### src/rtl/multicycle_ctrl_pkg.sv
// ---------------------------------------------------------------------------
// multicycle_ctrl_pkg
// Shared definitions for the multi-cycle RV32I-subset control unit:
//   - opcode constants of the supported instruction classes
//   - ALU operation codes (AND/OR/ADD/SUB)
//   - controller state enum (encoding is visible on state_dbg)
//   - trap cause codes
//   - opcode_is_legal(): legality check used by DECODE
// Optional feature macro: CTRL_ITYPE_EN (makes OP-IMM, opcode 0x13, legal).
// ---------------------------------------------------------------------------
package multicycle_ctrl_pkg;

    localparam logic [6:0] OPC_RTYPE  = 7'h33;
    localparam logic [6:0] OPC_LOAD   = 7'h03;
    localparam logic [6:0] OPC_STORE  = 7'h23;
    localparam logic [6:0] OPC_BRANCH = 7'h63;
    localparam logic [6:0] OPC_ITYPE  = 7'h13;

    localparam logic [3:0] ALU_AND = 4'b0000;
    localparam logic [3:0] ALU_OR  = 4'b0001;
    localparam logic [3:0] ALU_ADD = 4'b0010;
    localparam logic [3:0] ALU_SUB = 4'b0110;

    typedef enum logic [2:0] {
        ST_IDLE   = 3'd0,
        ST_FETCH  = 3'd1,
        ST_DECODE = 3'd2,
        ST_EXEC   = 3'd3,
        ST_MEM    = 3'd4,
        ST_WB     = 3'd5,
        ST_TRAP   = 3'd6
    } state_e;

    localparam logic [1:0] CAUSE_NONE    = 2'b00;
    localparam logic [1:0] CAUSE_ILLEGAL = 2'b01;
    localparam logic [1:0] CAUSE_TIMEOUT = 2'b10;

    // True for every opcode this controller can sequence.
    function automatic logic opcode_is_legal(input logic [6:0] opc);
        logic legal;
        legal = 1'b0;
        case (opc)
            OPC_RTYPE, OPC_LOAD, OPC_STORE, OPC_BRANCH: legal = 1'b1;
`ifdef CTRL_ITYPE_EN
            OPC_ITYPE:                                  legal = 1'b1;
`endif
            default:                                    legal = 1'b0;
        endcase
        return legal;
    endfunction

endpackage

### src/rtl/ctrl_alu_decode.sv
// ---------------------------------------------------------------------------
// ctrl_alu_decode
// Combinational mapping of the latched instruction fields to the ALU
// operation and the B-operand select. Kept standalone so the pipelined
// decoder can reuse it.
// Ports:
//   opcode  in  7  latched opcode
//   func3   in  3  latched func3
//   bit30   in  1  latched instruction bit 30 (SUB select for R-type)
//   alu_op  out 4  ALU operation code
//   alu_src out 1  1 = B operand is the immediate
// Optional feature macro: CTRL_ITYPE_EN (decodes OP-IMM, opcode 0x13).
// ---------------------------------------------------------------------------
module ctrl_alu_decode
    import multicycle_ctrl_pkg::*;
(
    input  logic [6:0] opcode,
    input  logic [2:0] func3,
    input  logic       bit30,
    output logic [3:0] alu_op,
    output logic       alu_src
);

    // Register/immediate arithmetic share one func3 map; only func3=0 can
    // become SUB, and only when the caller allows it.
    function automatic logic [3:0] arith_map(input logic [2:0] f3, input logic sub_sel);
        logic [3:0] op;
        case (f3)
            3'd0:    op = sub_sel ? ALU_SUB : ALU_ADD;
            3'd7:    op = ALU_AND;
            3'd6:    op = ALU_OR;
            default: op = ALU_ADD;
        endcase
        return op;
    endfunction

    // Opcode class -> ALU operation and operand select.
    always_comb begin
        alu_op  = ALU_ADD;
        alu_src = 1'b0;
        case (opcode)
            OPC_RTYPE: begin
                alu_op  = arith_map(func3, bit30);
                alu_src = 1'b0;
            end
`ifdef CTRL_ITYPE_EN
            OPC_ITYPE: begin
                // bit30 is part of the immediate here, never a SUB select
                alu_op  = arith_map(func3, 1'b0);
                alu_src = 1'b1;
            end
`endif
            OPC_LOAD, OPC_STORE: begin
                alu_op  = ALU_ADD;
                alu_src = 1'b1;
            end
            OPC_BRANCH: begin
                alu_op  = ALU_SUB;
                alu_src = 1'b0;
            end
            default: begin
                alu_op  = ALU_ADD;
                alu_src = 1'b0;
            end
        endcase
    end

endmodule

### src/rtl/multicycle_controll.sv
// ---------------------------------------------------------------------------
// multicycle_controll
// Multi-cycle main control for the RV32I-subset core. Sequences each
// instruction through FETCH/DECODE/EXEC/MEM/WB with a req/ready memory
// handshake, latches opcode/func3/bit30 once per instruction in DECODE,
// guards every memory wait with a watchdog and parks in a sticky TRAP state
// on an illegal opcode or a memory timeout.
// Parameters:
//   ALU_OP_W     width of ALU_op
//   MEM_TIMEOUT  max cycles waiting for mem_ready in FETCH/MEM (0 = off)
//   TO_W         watchdog counter width (derived)
// Ports:
//   clk, rst_n (synchronous, active low)
//   instruction  IR contents, sampled only in DECODE
//   mem_ready    memory completes the current access
//   mem_req, mem_we, mem_is_instr, ir_write, pc_write   memory/datapath
//   branch, MemRead, MemtoReg, MemWrite, ALUScr, RegWrite, ALU_op  control
//   trap, trap_cause, state_dbg                          status/debug
// Optional feature macro: CTRL_ITYPE_EN (OP-IMM, opcode 0x13, becomes legal).
// ---------------------------------------------------------------------------
module multicycle_controll
    import multicycle_ctrl_pkg::*;
#(
    parameter int ALU_OP_W    = 4,
    parameter int MEM_TIMEOUT = 16,
    parameter int TO_W        = (MEM_TIMEOUT > 0) ? $clog2(MEM_TIMEOUT + 1) : 1
) (
    input  logic                clk,
    input  logic                rst_n,
    input  logic [31:0]         instruction,
    input  logic                mem_ready,
    output logic                mem_req,
    output logic                mem_we,
    output logic                mem_is_instr,
    output logic                ir_write,
    output logic                pc_write,
    output logic                branch,
    output logic                MemRead,
    output logic                MemtoReg,
    output logic                MemWrite,
    output logic                ALUScr,
    output logic                RegWrite,
    output logic [ALU_OP_W-1:0] ALU_op,
    output logic                trap,
    output logic [1:0]          trap_cause,
    output logic [2:0]          state_dbg
);

    localparam bit             WDOG_EN = (MEM_TIMEOUT > 0);
    // Count value of the last waiting cycle allowed before the trap.
    localparam logic [TO_W-1:0] TO_LAST = TO_W'(MEM_TIMEOUT - 1);

    state_e          state_q,  state_d;
    logic [6:0]      opcode_q, opcode_d;
    logic [2:0]      func3_q,  func3_d;
    logic            bit30_q,  bit30_d;
    logic [TO_W-1:0] to_cnt_q, to_cnt_d;
    logic [1:0]      cause_q,  cause_d;

    logic            is_load_s;
    logic            is_store_s;
    logic            is_branch_s;
    logic            wdog_hit_s;
    logic [3:0]      dec_alu_op_s;
    logic            dec_alu_src_s;
    logic            unused_instr_s;

    assign is_load_s   = (opcode_q == OPC_LOAD);
    assign is_store_s  = (opcode_q == OPC_STORE);
    assign is_branch_s = (opcode_q == OPC_BRANCH);
    assign wdog_hit_s  = WDOG_EN && (to_cnt_q == TO_LAST);
    assign state_dbg   = state_q;

    // Only opcode, func3 and bit30 steer control; the rest of the IR is data.
    assign unused_instr_s = ^{instruction[31], instruction[29:15], instruction[11:7]};

    ctrl_alu_decode u_alu_decode (
        .opcode  (opcode_q),
        .func3   (func3_q),
        .bit30   (bit30_q),
        .alu_op  (dec_alu_op_s),
        .alu_src (dec_alu_src_s)
    );

    // State register, latched fields, watchdog counter and trap cause.
    always_ff @(posedge clk) begin
        if (!rst_n) begin
            state_q  <= ST_IDLE;
            opcode_q <= 7'd0;
            func3_q  <= 3'd0;
            bit30_q  <= 1'b0;
            to_cnt_q <= {TO_W{1'b0}};
            cause_q  <= CAUSE_NONE;
        end else begin
            state_q  <= state_d;
            opcode_q <= opcode_d;
            func3_q  <= func3_d;
            bit30_q  <= bit30_d;
            to_cnt_q <= to_cnt_d;
            cause_q  <= cause_d;
        end
    end

    // Next-state logic. The watchdog count defaults to zero so it is clear on
    // every entry into FETCH/MEM and only grows while a wait is in progress.
    always_comb begin
        state_d  = state_q;
        opcode_d = opcode_q;
        func3_d  = func3_q;
        bit30_d  = bit30_q;
        to_cnt_d = {TO_W{1'b0}};
        cause_d  = cause_q;
        case (state_q)
            ST_IDLE: begin
                state_d = ST_FETCH;
            end
            ST_FETCH: begin
                // mem_ready takes priority over an expiring watchdog
                if (mem_ready) begin
                    state_d = ST_DECODE;
                end else if (wdog_hit_s) begin
                    state_d = ST_TRAP;
                    cause_d = CAUSE_TIMEOUT;
                end else begin
                    to_cnt_d = to_cnt_q + TO_W'(1);
                end
            end
            ST_DECODE: begin
                opcode_d = instruction[6:0];
                func3_d  = instruction[14:12];
                bit30_d  = instruction[30];
                if (opcode_is_legal(instruction[6:0])) begin
                    state_d = ST_EXEC;
                end else begin
                    state_d = ST_TRAP;
                    cause_d = CAUSE_ILLEGAL;
                end
            end
            ST_EXEC: begin
                if (is_load_s || is_store_s) begin
                    state_d = ST_MEM;
                end else if (is_branch_s) begin
                    state_d = ST_FETCH;
                end else begin
                    state_d = ST_WB;
                end
            end
            ST_MEM: begin
                if (mem_ready) begin
                    state_d = is_load_s ? ST_WB : ST_FETCH;
                end else if (wdog_hit_s) begin
                    state_d = ST_TRAP;
                    cause_d = CAUSE_TIMEOUT;
                end else begin
                    to_cnt_d = to_cnt_q + TO_W'(1);
                end
            end
            ST_WB: begin
                state_d = ST_FETCH;
            end
            ST_TRAP: begin
                state_d = ST_TRAP;
            end
            default: begin
                state_d = ST_IDLE;
            end
        endcase
    end

    // Output decode from the state register and latched fields. ir_write and
    // pc_write additionally qualify on mem_ready to mark the fetch-complete cycle.
    always_comb begin
        mem_req      = 1'b0;
        mem_we       = 1'b0;
        mem_is_instr = 1'b0;
        ir_write     = 1'b0;
        pc_write     = 1'b0;
        branch       = 1'b0;
        MemRead      = 1'b0;
        MemtoReg     = 1'b0;
        MemWrite     = 1'b0;
        ALUScr       = 1'b0;
        RegWrite     = 1'b0;
        ALU_op       = {ALU_OP_W{1'b0}};
        trap         = 1'b0;
        trap_cause   = CAUSE_NONE;
        case (state_q)
            ST_FETCH: begin
                mem_req      = 1'b1;
                mem_is_instr = 1'b1;
                ir_write     = mem_ready;
                pc_write     = mem_ready;
            end
            ST_EXEC: begin
                ALU_op = ALU_OP_W'(dec_alu_op_s);
                ALUScr = dec_alu_src_s;
                branch = is_branch_s;
            end
            ST_MEM: begin
                mem_req  = 1'b1;
                MemRead  = is_load_s;
                MemWrite = is_store_s;
                mem_we   = is_store_s;
            end
            ST_WB: begin
                RegWrite = 1'b1;
                MemtoReg = is_load_s;
            end
            ST_TRAP: begin
                trap       = 1'b1;
                trap_cause = cause_q;
            end
            default: begin
                trap = 1'b0;
            end
        endcase
    end

endmodule

### config.mk
export PLATFORM = sky130hd
export DESIGN_NAME = multicycle_controll
export DESIGN_NICKNAME = d
export VERILOG_FILES = /design/src/rtl/multicycle_ctrl_pkg.sv /design/src/rtl/ctrl_alu_decode.sv /design/src/rtl/multicycle_controll.sv
export SDC_FILE = /design/constraint.sdc
export NUM_CORES = 1
export LEC_CHECK = 0
export CAP_MARGIN = 20
export CORE_UTILIZATION = 36
export CTS_CLUSTER_SIZE = 12
export DETAILED_ROUTE_END_ITERATION = 7
export PLACE_DENSITY = 0.82
export REMOVE_ABC_BUFFERS = 1
export SETUP_SLACK_MARGIN = 0.15
export SLEW_MARGIN = 0
export SYNTH_ARGS = -nofsm -noshare
export SYNTH_HDL_FRONTEND = slang
export SYNTH_SLANG_ARGS = --single-unit
export TNS_END_PERCENT = 20
### constraint.sdc
create_clock -name clk -period 1.6 [get_ports clk]
set_input_delay 0.16 -clock clk [delete_from_list [all_inputs] [get_ports clk]]
set_output_delay 0.16 -clock clk [all_outputs]
set_load 0.05 [all_outputs]
# Word level (Yosys, flattened, before mapping)
# Index checks and enable logic that the tools add are counted.
[word_totals] regBits=21 in_bits=35
[op_classes] addsub=1 n_eq_ne=20 n_mux=30 n_bitwise=2 n_reduce_logical=10
[op_table] cell="7-bit by 6-bit equality test with 1-bit output, second input constant" n=4
[op_table] cell="3-bit two-way mux" n=8
[op_table] cell="3-bit one-hot mux with 6 select lines" n=1
[op_table] cell="3-bit equality test, second input constant" n=5
[op_table] cell="7-bit by 2-bit equality test with 1-bit output, second input constant" n=2
[op_table] cell="7-bit equality test, second input constant" n=2
[op_table] cell="1-bit two-way mux" n=13
[op_table] cell="4-bit one-hot mux with 3 select lines" n=1
[op_table] cell="2-bit two-way mux" n=4
[op_table] cell="4-bit one-hot mux with 2 select lines" n=1
[op_table] cell="4-bit OR reduction" n=2
[op_table] cell="3-bit by 2-bit equality test with 1-bit output, second input constant" n=2
[op_table] cell="3-bit zero test" n=2
[op_table] cell="2-bit OR reduction" n=3
[op_table] cell="5-bit by 1-bit adder with 5-bit output, second input constant" n=1
[op_table] cell="5-bit by 4-bit equality test with 1-bit output, second input constant" n=1
[op_table] cell="4-bit two-way mux" n=1
[op_table] cell="2-bit != test, second input constant" n=2
[op_table] cell="2-bit one-hot mux with 2 select lines" n=1
[op_table] cell="4-bit AND reduction" n=1
[op_table] cell="3-bit by 1-bit equality test with 1-bit output, second input constant" n=1
[op_table] cell="2-bit by 1-bit != test with 1-bit output, second input constant" n=1
[op_table] cell="1-bit inverter" n=2
[op_table] cell="2-bit nonzero test" n=1
[op_table] cell="1-bit logical OR" n=1

# Depth between registers and ports, before layout
# Gate-level depths: netlist (run 1).
[depth] ltp_word=6 mapped_depth=7 ltp_nobuf=7

# Hierarchy
# A second synthesis (run 1) with hierarchy kept.
[hier_totals] cells_unflattened=138 area_unflattened_um2=1091.0
[by_module_without_submodules] module="multicycle_controll" n_inst=1 cells_each=127 area_per_inst_um2=1009.7
[by_module_without_submodules] module="ctrl_alu_decode" n_inst=1 cells_each=11 area_per_inst_um2=81.3

# Worst setup path before layout (run 1)
# OpenSTA, ideal clock, no wires.
[synth_path] path_kind="reg2out" startpoint="register state_q[1], in the netlist state_dbg[1]" endpoint="output port ALU_op[0]" t_arrival_ps=2681 t_required_ps=1440 path_slack_ps=-1241 path_stages_with_launch=4 path_cell_list="dfxtp_1 > buf_2 > nand3_1 > nor4_1"
[synth_between] elab_chain_len=2
[synth_lines] item="from (decl)" line="multicycle_controll.sv:53" text="state_e state_q, state_d;"
[synth_lines] item="from (signal assigned)" line="multicycle_controll.sv:95" text="state_q <= state_d;"
[synth_lines] item="3-bit by 2-bit equality test with 1-bit output" line="multicycle_controll.sv:187" text="case (state_q)"
[synth_lines] item="4-bit two-way mux" line="multicycle_controll.sv:187"
[synth_lines] item="to (decl)" line="multicycle_controll.sv:43" text="output logic [ALU_OP_W-1:0] ALU_op,"
# Every way passes these cells.

# Worst setup path after layout (run 1)
[layout_path] startpoint="register func3_q[0]" endpoint="output port ALU_op[2]"
[layout_between] elab_chain_len=4 elab_cells_between_ends=6
[layout_lines] item="from (decl)" line="multicycle_controll.sv:55" text="logic [2:0] func3_q, func3_d;"
[layout_lines] item="from (signal assigned)" line="multicycle_controll.sv:97" text="func3_q <= func3_d;"
[layout_lines] item="3-bit equality test or 3-bit zero test (tied branches)" line="ctrl_alu_decode.sv:28" text="case (f3)"
[layout_lines] item="4-bit one-hot mux with 3 select lines (*)" line="ctrl_alu_decode.sv:28"
[layout_lines] item="4-bit one-hot mux with 2 select lines (*)" line="ctrl_alu_decode.sv:41" text="case (opcode)"
[layout_lines] item="4-bit two-way mux (*)" line="multicycle_controll.sv:187"
# Mark *: on every way between the ends. The rest lies on a longest branch, timed or not.

==> impl_metrics.csv, run 1 <==
group,metric,value,unit
run_status,status,"finished, violations left",
run_status,violations,"setup timing",
timing,max_slew_margin,61.4,%
layout,finalNonFillerCells,224,
pwr,vdd_drop_max,0.398,mV
floorplan,die_h,59.1,µm
grt,grtUsageTotal,18.2,%
clocking,root_buffer,"clkbuf_4",
drt,wire_per_inst,13.1,µm
grt,grt_pass1_vias,1071,
pwr,power.density,645,nW/µm²
timing,setup_viol,7,
synth,yosysWarnings,0,
timing,tns,-0.863,ns
timing,rsz0062_at_grt,"yes",
clocking,ctsHoldBuffers,0,
clocking,clkSinkCount,21,
synth,syn_area,1170,µm²
critical_path,cp.required,1.44,ns
layout,n_antenna_cell,0,
critical_path,path_max_fanout,3,
layout,nets,218,
clocking,path_clk_slew,0.12,ns
critical_path,critPathLaunchType,"flip-flop",
timing,post-route-period-util,114,%
layout,drive_above_1_share,38.9,%
grt,antenna_found_initial,0,
timing,drv_slew,0,
critical_path,end_kind,"primary output",
synth,async_flop_share,0,%
layout,syn_to_final_growth,65.5,%
drt,drtPass1Iterations,4,
drt,viasPerCell,5.04,
timing,setup_ws,-0.218,ns
drt,wl,2.94,mm
drt,num_vias,1129,
floorplan,start_util,38.2,%
clocking,cts_tree,"done",
synth,synth_edf_count,0,
drt,drt_iter0_drc,24,
synth,synth_ff_type,"dfxtp_1",
floorplan,num_io_pins,56,
timing,layout_min_cycle_time,1.82,ns
drt,ant_nets,0,
synth,syn_area_per_cell,8.39,µm²
clocking,cts-buffers-inserted,3,
grt,grt_overflow,0,
timing,finalHoldViolCount,0,
layout,finalInstanceArea,1940,µm²
pwr,total_power,1.26,mW
worst_hold_path,hp-class,"primary input to flip-flop",
floorplan,fp-row-count,20,
timing,tightest_slew,0.577,ns
floorplan,die_width,59.1,µm
synth,seq_area_frac_synth,35.8,%
clocking,clk_path_buf_depth,2,
synth,synth_cell_types,43,
run,drv_cap,0,
critical_path,worstPathArrival,1.66,ns
clocking,htreeDepth,1,
drt,route.detailed.drc,0,
synth,synth_seq_cells,21,
placement,place_congestion,0.790,
placement,hpwl,2.12,mm
placement,place_inst,220,
clocking,clk-insertion-delay-late,0.32,ns
critical_path,crit_type,"flip-flop to primary output",
placement,io_buffers,33,
floorplan,dieArea,3500,µm²
grt,grt_max_degree,17,
timing,fmax,550,MHz
placement,placed_cell_area,1780,µm²
clocking,postCtsSetupRepairBufs,0,
grt,grt_pass1_wl,4.73,mm
floorplan,coreArea,3080,µm²
timing,fin_skew,0.00289,ns
pwr,p_leak,0.693,nW
synth,postSynthCellCount,140,
[kinds of logic (layout without fill, tap and decap cells)]
kind of cell               Yosys count  in the layout  synth area share [%]
and+or+nand+nor                     73             73                  33.7
xor gates and xnor gates             3              3                  2.24
buffers and inverters               15             55                  7.56
DFF                                 21             21                  35.8
AOI/OAI and AO/OA                   24             24                  17.4
other                                1              1                 0.319
adders and majority gates            3              3                  3.09
[layout make-up]
class	count	area, µm²
well taps	44	55.1
flip-flops and latches	21	434
clock inverters	1	5.00
multi-input cells	104	773
inverters	6	22.5
fillers	235	1130
repair buffers	45	632
clock buffers	3	22.5
[per-layer routing]
| layer | track usage (%) | wire, µm | vias up |
|---|---|---|---|
| met5 | 0 | 0 | - |
| met2 | 30.7 | 1430 | 29 |
| met3 | 3.93 | 103 | 6 |
| met4 | 7.82 | 56 | 0 |
| met1 | 22.4 | 1360 | 537 |
| li1 | - | - | 557 |
[synthesized netlist by cell type, types with 3 or more instances]
library cell | count | area (µm²)
and3_1 | 4 | 25.0
nor3_1 | 3 | 15.0
dfxtp_1 | 21 | 420
buf_4 | 4 | 30.0
nor2_1 | 13 | 48.8
nand2b_1 | 3 | 18.8
a21boi_1 | 11 | 82.6
nand3_1 | 4 | 20.0
inv_1 | 6 | 22.5
nand2_1 | 27 | 101
[report_power, final]
group	internal, mW	switching [mW]
logic	0.194	0.216
clock network	0.0938	0.175
registers	0.546	0.0310
total	0.833	0.422
[sequential cells by signal (all words and copies together), names as in the netlist]
name	count
opcode_q	7
func3_q	3
bit30_q	1
state_dbg	3
cause_q	2
to_cnt_q	5
[worst max-delay path, stage by stage (launching register included)]
cell	delay, ns
dfxtp_1	0.37
nor4b_1	0.33
nand2_1	0.12
a211oi_2	0.24
buf_4	0.15
buf_12	0.12
[timing repair]
action	CTS	global route
endpoints found under the setup margin	27	27
gates resized for setup	20	15
pin swaps	12	12
[metrics by stage]
| stage | worst slack [ns] | utilization [%] | hold slack, ns |
|---|---|---|---|
| floorplan | -1.90 | - | 0.282 |
| global placement | 0.00340 | 58.0 | 0.441 |
| detailed placement | -0.00771 | 58.0 | 0.454 |
| CTS | -0.184 | 61.5 | 0.371 |
| global route | -0.304 | 63.2 | 0.403 |
| finish | -0.218 | 63.2 | 0.388 |
[placed cells by master (no fill, tap or decap), types with 3 or more instances in the layout]
| master | count |
|---|---|
| clkbuf_4 | 3 |
| a21boi_1 | 11 |
| dfxtp_1 | 16 |
| clkdlybuf4s50_1 | 13 |
| nor2_1 | 10 |
| nand2_1 | 27 |
| nor2_2 | 4 |
| dfxtp_4 | 3 |
| inv_1 | 6 |
| nand3_1 | 3 |
| buf_12 | 20 |
| buf_4 | 10 |
[path summary, 6_finish.rpt]
check	cells after the start	start	to	slack, ns
worst max-delay path	5	func3_q[0]	ALU_op[2]	-0.22
worst min-delay path	3	instruction[12]	func3_q[0]	0.39
worst max register to register	7	to_cnt_q[0]	state_dbg[0]	0.05
worst min register to register	2	bit30_q	bit30_q	0.48
Power figures use the tool's default switching activity.
==> inputs of run 2 (changes only) <==
--- a/config.mk
+++ b/config.mk
@@ -5,11 +5,12 @@
 export SDC_FILE = /design/constraint.sdc
 export NUM_CORES = 1
 export LEC_CHECK = 0
+export ABC_AREA = 1
 export CAP_MARGIN = 20
 export CORE_UTILIZATION = 36
 export CTS_CLUSTER_SIZE = 12
 export DETAILED_ROUTE_END_ITERATION = 7
-export PLACE_DENSITY = 0.82
+export PLACE_DENSITY = 0.83
 export REMOVE_ABC_BUFFERS = 1
 export SETUP_SLACK_MARGIN = 0.15
 export SLEW_MARGIN = 0
==> run 2 against run 1 <==
Effect of this change: worst setup slack improved by 0.059 ns; clock power fell by 4%; highest routed layer unchanged; hold slack barely moved; global-route usage fell by 0.45 points; via count rose by 0.62%; sequential cell count did not move; first-iteration DRC count rose by 67%; synthesized area fell by 4.9%; largest power group unchanged; the run ends with DRC, setup timing left; register-to-register slack improved by 0.09 ns.
==> impl_metrics.csv, run 2 <==
group,metric,value,unit
floorplan,die_h,57.7,µm
critical_path,critPathLaunchType,"flip-flop",
layout,syn_to_final_growth,66.1,%
clocking,cts-buffers-inserted,3,
clocking,root_buffer,"clkbuf_4",
synth,synth_common_cells,"nand2_1, nor2_1, dfxtp_1, inv_1, a21oi_1",
critical_path,cp.required,1.44,ns
layout,final_cell_mix,"nand2_1, buf_12, nor2_1, a21oi_1, inv_1",
synth,synth_top_area_share,37.6,%
timing,fmax,569,MHz
critical_path,cp.depth,8,
drt,route.detailed.drc,4,
clocking,ctsHoldBuffers,0,
clocking,path_clk_slew,0.12,ns
synth,synth_ff_type,"dfxtp_1",
placement,place_congestion,0.849,
critical_path,crit_path_end,"ALU_op[0]",
floorplan,dieArea,3330,µm²
run_status,violations,"DRC, setup timing",
clocking,clkSinkCount,21,
drt,num_vias,1136,
synth,synth_cell_types,28,
floorplan,die_width,57.7,µm
placement,hpwl,1.99,mm
synth,synth_edf_count,0,
placement,io_buffers,33,
critical_path,reg2reg_from,"to_cnt_q[0]",
floorplan,start_util,39.2,%
grt,grtUsageTotal,17.8,%
critical_path,path_max_fanout,3,
synth,yosysWarnings,0,
synth,seq_area_frac_synth,37.6,%
run,drv_cap,0,
critical_path,end_kind,"primary output",
placement,pre_cts_ws,-0.0124,ns
timing,finalHoldViolCount,0,
timing,layout_min_cycle_time,1.76,ns
grt,grt_max_degree,20,
grt,grt_pass1_wl,4.58,mm
run_status,status,"finished, violations left",
critical_path,r2r_cells,10,
synth,yosys-top-cells-area,"dfxtp_1, nand2_1, nor2_1",
drt,drtPass1Iterations,6,
critical_path,critPathMaxStageDelay,0.34,ns
timing,post-route-period-util,110,%
layout,regMostFlops,"opcode_q",
synth,synth_top_area_cell,"dfxtp_1",
synth,postSynthCellCount,156,
layout,finalNonFillerCells,228,
drt,ant_nets,0,
clocking,clk_path_buf_depth,2,
layout,final_common_cell,"nand2_1",
timing,setup_viol,7,
timing,fin_skew,0.00810,ns
synth,synth_most_common_cell,"nand2_1",
layout,largest_register_ffs,7,
drt,viasPerCell,4.98,
timing,timing.hold.ws,0.389,ns
critical_path,crit_start,"opcode_q[3]",
layout,reg.largest.list,"opcode_q x7, to_cnt_q x5",
grt,grt_pass1_vias,1057,
clocking,clk-insertion-delay-late,0.31,ns
layout,drive_above_1_share,41.1,%
clocking,htreeDepth,1,
critical_path,rrSetupSlack,0.14,ns
critical_path,r2r_end,"state_dbg[2]",
floorplan,fp-row-count,19,
pwr,power.density,760,nW/µm²
synth,syn_area,1120,µm²
layout,nets,235,
clocking,cts_tree,"done",
timing,setup_ws,-0.159,ns
grt,antenna_found_initial,0,
drt,wl,2.75,mm
synth,synth_seq_cells,21,
critical_path,worstPathArrival,1.60,ns
floorplan,num_io_pins,56,
pwr,total_power,1.41,mW
placement,place_inst,222,
critical_path,crit_type,"flip-flop to primary output",
timing,drv_slew,0,
floorplan,coreArea,2850,µm²
pwr,vdd_drop_max,0.372,mV
drt,wire_per_inst,12.0,µm
layout,n_antenna_cell,0,
worst_hold_path,hp-class,"primary input to flip-flop",
timing,rsz0062_at_grt,"yes",
pwr,p_leak,0.728,nW
critical_path,cp_top_family,"simple AND/OR/NAND/NOR gates",
grt,grt_overflow,0,
critical_path,cpMaxStageDelayCell,"dfxtp_2",
synth,async_flop_share,0,%
drt,drt_iter0_drc,40,
critical_path,path_cells,"inv_2 -> nand2_2 -> nor2_4 -> inv_2 -> nor3_4 -> nand3_2 -> nor3_4 -> buf_12",
critical_path,cp_num_buf_inv,3,
timing,tns,-0.604,ns
synth,syn_area_per_cell,7.16,µm²
run 2: cell types whose count changed after synthesis, sizes merged, moves of 5 or more:
cell / change
a21oi: +14
nor2: +10
a21boi: -13
nand3: +6
inv: +21
o21ai: +5
run 2: metrics by stage:
| step | area (µm²) | utilization [%] |
|---|---|---|
| after global placement | 1660 | 58.2 |
| after floorplan | 1080 | - |
| after detailed placement | 1660 | 58.2 |
| after global routing | 1860 | 65.0 |
| after CTS | 1770 | 62.0 |
| final | 1860 | 65.0 |
run 2: worst min path at each step:
stage | slack, ns | endpoint | startpoint | cells past startpoint
global route | 0.39 | func3_q[1] | instruction[13] | 3
finish | 0.39 | func3_q[0] | instruction[12] | 3
floorplan | 0.30 | bit30_q | rst_n | 2
global placement | 0.43 | opcode_q[2] | opcode_q[2] | 2
detailed placement | 0.44 | to_cnt_q[0] | to_cnt_q[0] | 1
CTS | 0.39 | func3_q[1] | instruction[13] | 3
run 2: worst register-to-register path, stage by stage (launching register included):
cell and delay [ns]:
dfxtp_2 0.36, ha_1 0.16, nand2_1 0.06, nor2_1 0.10, ha_2 0.20, inv_2 0.06, a21oi_1 0.13, nand2_1 0.07
nand3_1 0.08, nor2_1 0.04, a21oi_1 0.14
run 2: logic make-up after synthesis:
group	after synthesis	synth area share (%)
xor+xnor	1	0.784
buf+inv	31	12.1
compound gates	26	13.2
flops	21	37.6
simple gates	74	33.7
other cells	1	0.336
fa+ha+maj	2	2.24
run 2: power breakdown:
part	internal, mW	switching (mW)
clock	0.0933	0.165
sequential	0.565	0.0354
combinational	0.217	0.334
run 2: what timing repair did:
action | in CTS | in global routing
resized for setup | 24 | 24
setup buffers | 0 | 2
endpoints found under the setup margin | 18 | 20
hold endpoints to repair | 0 | 0
pin swaps | 0 | 7
run 2: layout make-up:
class	count	area, µm²
clock inverter	1	5.00
sequential	21	433
fill	224	997
multi-input combinational	104	689
timing repair buffer	41	561
tap	31	38.8
clock buffer	3	22.5
inverter	27	106
run 2: metal layers:
layer | track usage [%] | vias to the layer above | routed length, µm
li1 | - | 581 | -
met1 | 21.7 | 515 | 1120
met2 | 29.6 | 30 | 1420
met3 | 3.57 | 10 | 99
met4 | 9.52 | 0 | 108
met5 | 0 | - | 0
